**config.mk**
```make
export PLATFORM = sky130hd
export DESIGN_NAME = alu_op_sequencer
export DESIGN_NICKNAME = d
export VERILOG_FILES = /design/src/rtl/alu_op_sequencer_pkg.sv /design/src/rtl/alu_op_sequencer_regfile.sv /design/src/rtl/alu_op_sequencer.sv
export SDC_FILE = /design/constraint.sdc
export NUM_CORES = 1
export LEC_CHECK = 0
export CORE_ASPECT_RATIO = 0.75
export CORE_MARGIN = 2
export CORE_UTILIZATION = 52
export CTS_BUF_LIST = sky130_fd_sc_hd__clkbuf_4 sky130_fd_sc_hd__clkbuf_8
export DETAILED_ROUTE_END_ITERATION = 16
export PLACE_DENSITY = 0.92
export SYNTH_ARGS = -nofsm -noshare
export SYNTH_HDL_FRONTEND = slang
export SYNTH_HIERARCHICAL = 1
export SYNTH_SLANG_ARGS = --single-unit
```
**constraint.sdc**
```tcl
create_clock -name clk -period 2.5 [get_ports clk]
set_input_delay 0.5 -clock clk [delete_from_list [all_inputs] [get_ports clk]]
set_output_delay 0.5 -clock clk [all_outputs]
set_load 0.03 [all_outputs]
```
**src/rtl/alu_op_sequencer_pkg.sv**
```systemverilog
// Shared definitions for the ALU op sequencer: ALU select codes, NZVC flag indices,
// sequencer FSM states and small decode helpers.
package alu_op_sequencer_pkg;

    typedef enum logic [3:0] {
        OP_ADD = 4'h0,
        OP_SUB = 4'h1,
        OP_MUL = 4'h2,
        OP_DIV = 4'h3,
        OP_MOD = 4'h4,
        OP_CMP = 4'h5,
        OP_AND = 4'h6,
        OP_OR  = 4'h7,
        OP_NOT = 4'h8,
        OP_XOR = 4'h9
    } alu_op_e;

    localparam logic [3:0] OP_LAST = 4'h9;

    localparam int FLG_N = 3;
    localparam int FLG_Z = 2;
    localparam int FLG_V = 1;
    localparam int FLG_C = 0;

    localparam logic [3:0] DIV_ZERO_FLAGS  = 4'hF;
    localparam logic [7:0] DIV_ZERO_RESULT = 8'hFF;

    typedef enum logic [1:0] {
        ST_IDLE = 2'd0,
        ST_EXEC = 2'd1,
        ST_RESP = 2'd2
    } seq_state_e;

    function automatic logic is_legal_op(input logic [3:0] op);
        return op <= OP_LAST;
    endfunction

    // Compare only sets flags; every other legal op writes its result back.
    function automatic logic op_writes_back(input logic [3:0] op);
        return is_legal_op(op) && (op != OP_CMP);
    endfunction

endpackage

```
**src/rtl/alu_op_sequencer_regfile.sv**
```systemverilog
// alu_regfile: NREGS x DATA_W register file, two asynchronous read ports,
// one synchronous write port, whole array cleared by rst_n.
module alu_regfile
    import alu_op_sequencer_pkg::*;
#(
    parameter int DATA_W = 8,
    parameter int NREGS  = 4,
    parameter int ADDR_W = 2
) (
    input  logic              clk,
    input  logic              rst_n,
    input  logic [ADDR_W-1:0] raddr_a,
    output logic [DATA_W-1:0] rdata_a,
    input  logic [ADDR_W-1:0] raddr_b,
    output logic [DATA_W-1:0] rdata_b,
    input  logic              we,
    input  logic [ADDR_W-1:0] waddr,
    input  logic [DATA_W-1:0] wdata
);

    logic [DATA_W-1:0] mem [NREGS];

    assign rdata_a = mem[raddr_a];
    assign rdata_b = mem[raddr_b];

    // NOTE: the array is built from flops, not a RAM macro, so it can take the async clear;
    // a RAM-backed version would have to drop this reset loop.
    always_ff @(posedge clk or negedge rst_n) begin
        if (!rst_n) begin
            for (int i = 0; i < NREGS; i++) mem[i] <= '0;
        end else if (we) begin
            mem[waddr] <= wdata;
        end
    end

endmodule

```
**src/rtl/alu_op_sequencer.sv**
```systemverilog
// alu_op_sequencer: command -> register read -> ALU -> writeback/CCR -> response sequencer.
// Optional macro ALU_SEQ_STICKY_ERR_EN adds err_clr / err_sticky.
module alu_op_sequencer
    import alu_op_sequencer_pkg::*;
#(
    parameter int DATA_W = 8,
    parameter int NREGS  = 4,
    parameter int ADDR_W = 2
) (
    input  logic              clk,
    input  logic              rst_n,
    input  logic              cmd_valid,
    output logic              cmd_ready,
    input  logic [3:0]        cmd_op,
    input  logic [ADDR_W-1:0] cmd_dst,
    input  logic [ADDR_W-1:0] cmd_srca,
    input  logic [ADDR_W-1:0] cmd_srcb,
    input  logic              cmd_useimm,
    input  logic [DATA_W-1:0] cmd_imm,
    output logic [DATA_W-1:0] alu_a,
    output logic [DATA_W-1:0] alu_b,
    output logic [3:0]        alu_sel,
    input  logic [DATA_W-1:0] alu_result,
    input  logic [3:0]        alu_nzvc,
    output logic              rsp_valid,
    input  logic              rsp_ready,
    output logic [DATA_W-1:0] rsp_data,
    output logic [3:0]        rsp_nzvc,
    output logic              rsp_err,
    output logic [3:0]        ccr
`ifdef ALU_SEQ_STICKY_ERR_EN
    ,
    input  logic              err_clr,
    output logic              err_sticky
`endif
);

    seq_state_e        state, state_nx;
    logic [ADDR_W-1:0] dst_q;
    logic              legal_q;
    logic              accept;
    logic              div_zero;
    logic              exec_err;
    logic              rf_we;
    logic [DATA_W-1:0] rf_rdata_a;
    logic [DATA_W-1:0] rf_rdata_b;

    alu_regfile #(
        .DATA_W (DATA_W),
        .NREGS  (NREGS),
        .ADDR_W (ADDR_W)
    ) u_rf (
        .clk     (clk),
        .rst_n   (rst_n),
        .raddr_a (cmd_srca),
        .rdata_a (rf_rdata_a),
        .raddr_b (cmd_srcb),
        .rdata_b (rf_rdata_b),
        .we      (rf_we),
        .waddr   (dst_q),
        .wdata   (alu_result)
    );

    assign accept   = cmd_valid && cmd_ready;
    assign div_zero = legal_q && ((alu_sel == OP_DIV) || (alu_sel == OP_MOD)) && (alu_b == '0);
    assign exec_err = !legal_q || div_zero;

    // NOTE: sequential state uses non-blocking assignments so every flop samples pre-edge values.
    always_ff @(posedge clk or negedge rst_n) begin
        if (!rst_n) state <= ST_IDLE;
        else        state <= state_nx;
    end

    // NOTE: default assignment first, so no path through the case leaves state_nx unassigned (no latch).
    always_comb begin
        state_nx = state;
        case (state)
            ST_IDLE: if (accept)    state_nx = ST_EXEC;
            ST_EXEC:                state_nx = ST_RESP;
            ST_RESP: if (rsp_ready) state_nx = ST_IDLE;
            default:                state_nx = ST_IDLE;
        endcase
    end

    always_comb begin
        cmd_ready = (state == ST_IDLE);
        rsp_valid = (state == ST_RESP);
        rf_we     = (state == ST_EXEC) && !div_zero && op_writes_back(alu_sel) && legal_q;
    end

    // Operands are latched at accept, so dst==src reads the old value; illegal ops park the ALU on select 0.
    always_ff @(posedge clk or negedge rst_n) begin
        if (!rst_n) begin
            alu_a   <= '0;
            alu_b   <= '0;
            alu_sel <= '0;
            dst_q   <= '0;
            legal_q <= 1'b0;
        end else if (accept) begin
            alu_a   <= rf_rdata_a;
            alu_b   <= cmd_useimm ? cmd_imm : rf_rdata_b;
            alu_sel <= is_legal_op(cmd_op) ? cmd_op : OP_ADD;
            dst_q   <= cmd_dst;
            legal_q <= is_legal_op(cmd_op);
        end
    end

    always_ff @(posedge clk or negedge rst_n) begin
        if (!rst_n) begin
            rsp_data <= '0;
            rsp_nzvc <= '0;
            rsp_err  <= 1'b0;
            ccr      <= '0;
        end else if (state == ST_EXEC) begin
            rsp_data <= legal_q ? alu_result : '0;
            rsp_err  <= exec_err;
            if (legal_q) begin
                ccr      <= alu_nzvc;
                rsp_nzvc <= alu_nzvc;
            end else begin
                rsp_nzvc <= ccr;
            end
        end
    end

`ifdef ALU_SEQ_STICKY_ERR_EN
    // Set is evaluated first so an error arriving with err_clr still leaves the flag set.
    always_ff @(posedge clk or negedge rst_n) begin
        if (!rst_n)                             err_sticky <= 1'b0;
        else if ((state == ST_EXEC) && exec_err) err_sticky <= 1'b1;
        else if (err_clr)                       err_sticky <= 1'b0;
    end
`endif

endmodule

```
==> metrics.yaml <==
outcome:
  status: "completed"
drt:
  via_count: 2110
  ant_nets: 0
  vias_per_cell: 5.58
  wl_per_cell_um: 19.2
  initialDrtViolationCount: 133
  wl_um: 7260
  drc: 0
  drtPass1Iterations: 4
global_route:
  grt_max_degree: 38
  antenna_found_initial: 0
  grt_pass1_vias: 2322
  gr-total-overflow: 0
  grt_pass1_wl_um: 11700
  grt_use_total_pct: 23.3
logic_synthesis:
  yosys-top-cells-count: "dfrtp_1 (70), mux2_2 (43), mux4_2 (16), nor2_1 (12), a21oi_1 (9)"
  synthCells: 218
  ys_types: 31
  ys_seq_elements: 70
  ys.flop_type: "dfrtp_1"
  ys_seq_area_share_pct: 54.7
  syn_area_um2: 3200
  synth_area_per_cell_um2: 14.7
  syn-num-nets: 253
  synth.area.top_cells: "dfrtp_1 (55%), mux2_2 (15%), mux4_2 (11%), mux2i_1 (2.5%), a22o_1 (2.2%)"
  synth.top_cell.area_share_pct: 54.7
  async_flop_share_pct: 100
  ys_warn_count: 6
  synth_edf_count: 0
  yosysTopAreaCell: "dfrtp_1"
  synth.most_common_cell: "dfrtp_1"
final_layout:
  post-route-util_pct: 71.7
  layout-drive-gt1-share_pct: 30.0
  antenna_cells: 0
  fin_nets: 330
  postLayoutCellArea_um2: 4220
  area_growth_pct: 31.8
  nFillCells: 403
worst_setup_path:
  required_ns: 2.00
  worstSetupPathType: "reg2out"
  worstSetupEndpointType: "primary output"
  r2r.worst_path.cells: 5
  crit_path_start_kind: "flop"
  max_stage_delay_ns: 0.67
  crit_family: "buffers and inverters"
  worstPathArrival_ns: 1.67
  path_cells: "nand2b_1, inv_1, clkdlybuf4s50_1"
  crit_buf_inv: 2
  critPathMaxFanout: 4
  r2r-end: "u_rf/mem[30]"
  slowest_stage: "clkdlybuf4s50_1"
  r2r-start: "alu_sel[0]"
  regToRegSetupSlack_ns: 0.36
min_path:
  hold_class: "in2async"
clocking:
  htreeDepth: 3
  clk_path_buf_depth: 2
  clock_sinks: 70
  post-cts-setup-buffer-count: 0
  cts_buffers: 9
  cts_tree: "yes"
  cts-resized-gates: 0
  clk_latency_ns: 0.34
  cts_hold_buf: 0
  root_buffer: "clkbuf_8"
  clk_pin_slew_ns: 0.07
flow_run:
  cap_viol_max_count: 0
pwr:
  finalPower_mw: 5.61
  ir_drop_mv: 0.656
  power_density_nw_per_um2: 1330
  p_leak_nw: 1.79
sta:
  timing.final.hold_violations: 0
  rsz0062_at_grt: "no"
  skew_ns: 0.00543
  fin_setup_tns_ns: 0
  hold_slack_ns: 0.113
  setup_viol: 0
  fin_crit_ns: 2.17
  fmax_ghz: 0.460
  worst_slew_pin_slew_ns: 0.502
  maxSlewViolCount: 0
  period_share_pct: 86.9
  maxSlewHeadroom_pct: 66.4
placement:
  gp_congestion: 0.787
  post-dp-hpwl_um: 5140
  placed_cell_area_um2: 4020
  port_buffers: 73
die:
  core-area_um2: 5890
  num_rows: 24
  die-area_um2: 6810
  die_width_um: 94.6
  die_h_um: 71.9
  start_util_pct: 54.4
  boundaryPins: 74
cell type report:
| class | instances | area [um^2] | share of cell area, % |
|---|---|---|---|
| sequential | 70 | 1750 | 41.5 |
| inverter | 7 | 26.3 | 0.623 |
| clock buffer | 12 | 159 | 3.77 |
| tap | 78 | 97.6 | 2.31 |
| timing repair buffer | 81 | 811 | 19.2 |
| multi-input combinational | 126 | 1330 | 31.5 |
| clock inverter | 4 | 45.0 | 1.07 |
sequential cells by signal, summed over array words and instances (netlist names):
| name | count |
|---|---|
| alu_a | 8 |
| alu_b | 8 |
| alu_sel | 4 |
| dst_q | 2 |
| legal_q | 1 |
| rsp_data | 8 |
| rsp_err | 1 |
| rsp_nzvc | 4 |
| state | 2 |
| u_rf/mem | 32 |
where the power goes:
part / internal, mW / switching, mW
clock network: 0.521 / 0.392
logic: 1.30 / 1.26
registers: 1.70 / 0.435
layer usage:
metal | vias up | track usage (%) | part of all wire (%)
li1 | 963 | - | -
met1 | 1073 | 31.8 | 46
met2 | 74 | 38.3 | 48
met3 | 0 | 7.48 | 5.9
met4 | 0 | 3.86 | 0
met5 | - | 0 | 0
through the flow:
stage | cells | setup WS [ns]
2_1_floorplan | 218 | 0.441
3_3_place_gp | 362 | 0.395
3_5_place_dp | 362 | 0.384
4_1_cts | 378 | 0.307
5_1_grt | 378 | 0.251
6_report | 378 | 0.327
worst max path at each step:
stage / from / endpoint / slack, ns / cells after the start
4_1_cts: state[0] / rsp_valid / 0.31 / 3
3_3_place_gp: cmd_srca[0] / alu_a[5] / 0.40 / 4
5_1_grt: alu_sel[0] / u_rf/mem[29] / 0.25 / 5
6_report: state[0] / rsp_valid / 0.33 / 3
2_1_floorplan: alu_sel[2] / u_rf/mem[24] / 0.44 / 5
3_5_place_dp: cmd_srca[0] / alu_a[6] / 0.38 / 4
placed cells by master, fill, tap and decap left out, types with 2 or more instances in the layout:
cell type,synthesis,routed
mux2_2,43,43
nand2b_1,2,2
clkdlybuf4s50_1,0,72
buf_12,0,2
mux4_2,16,16
inv_1,7,7
o21ai_0,7,7
dfrtp_1,70,70
mux2_1,3,3
nand3b_1,2,2
nor3b_4,1,2
nand3b_2,2,2
buf_4,6,6
nor2_1,12,12
clkinv_2,0,3
mux2i_1,8,8
a21oi_1,9,9
a22o_1,8,8
clkbuf_8,0,11
nand3_1,2,2
cell families after synthesis:
logic type	share of synthesized area (%)
DFF	54.7
AOI/OAI and AO/OA	5.51
muxes	29.9
and+or+nand+nor	5.86
buffers and inverters	3.95
worst reg2reg max path, delay by kind of cell (launching register included):
kind | cells | cell delay [ns]
mux | 1 | 0.40
flops | 1 | 0.42
compound gates | 2 | 0.53
simple gates | 2 | 0.67
Power figures use the tool's default switching activity.
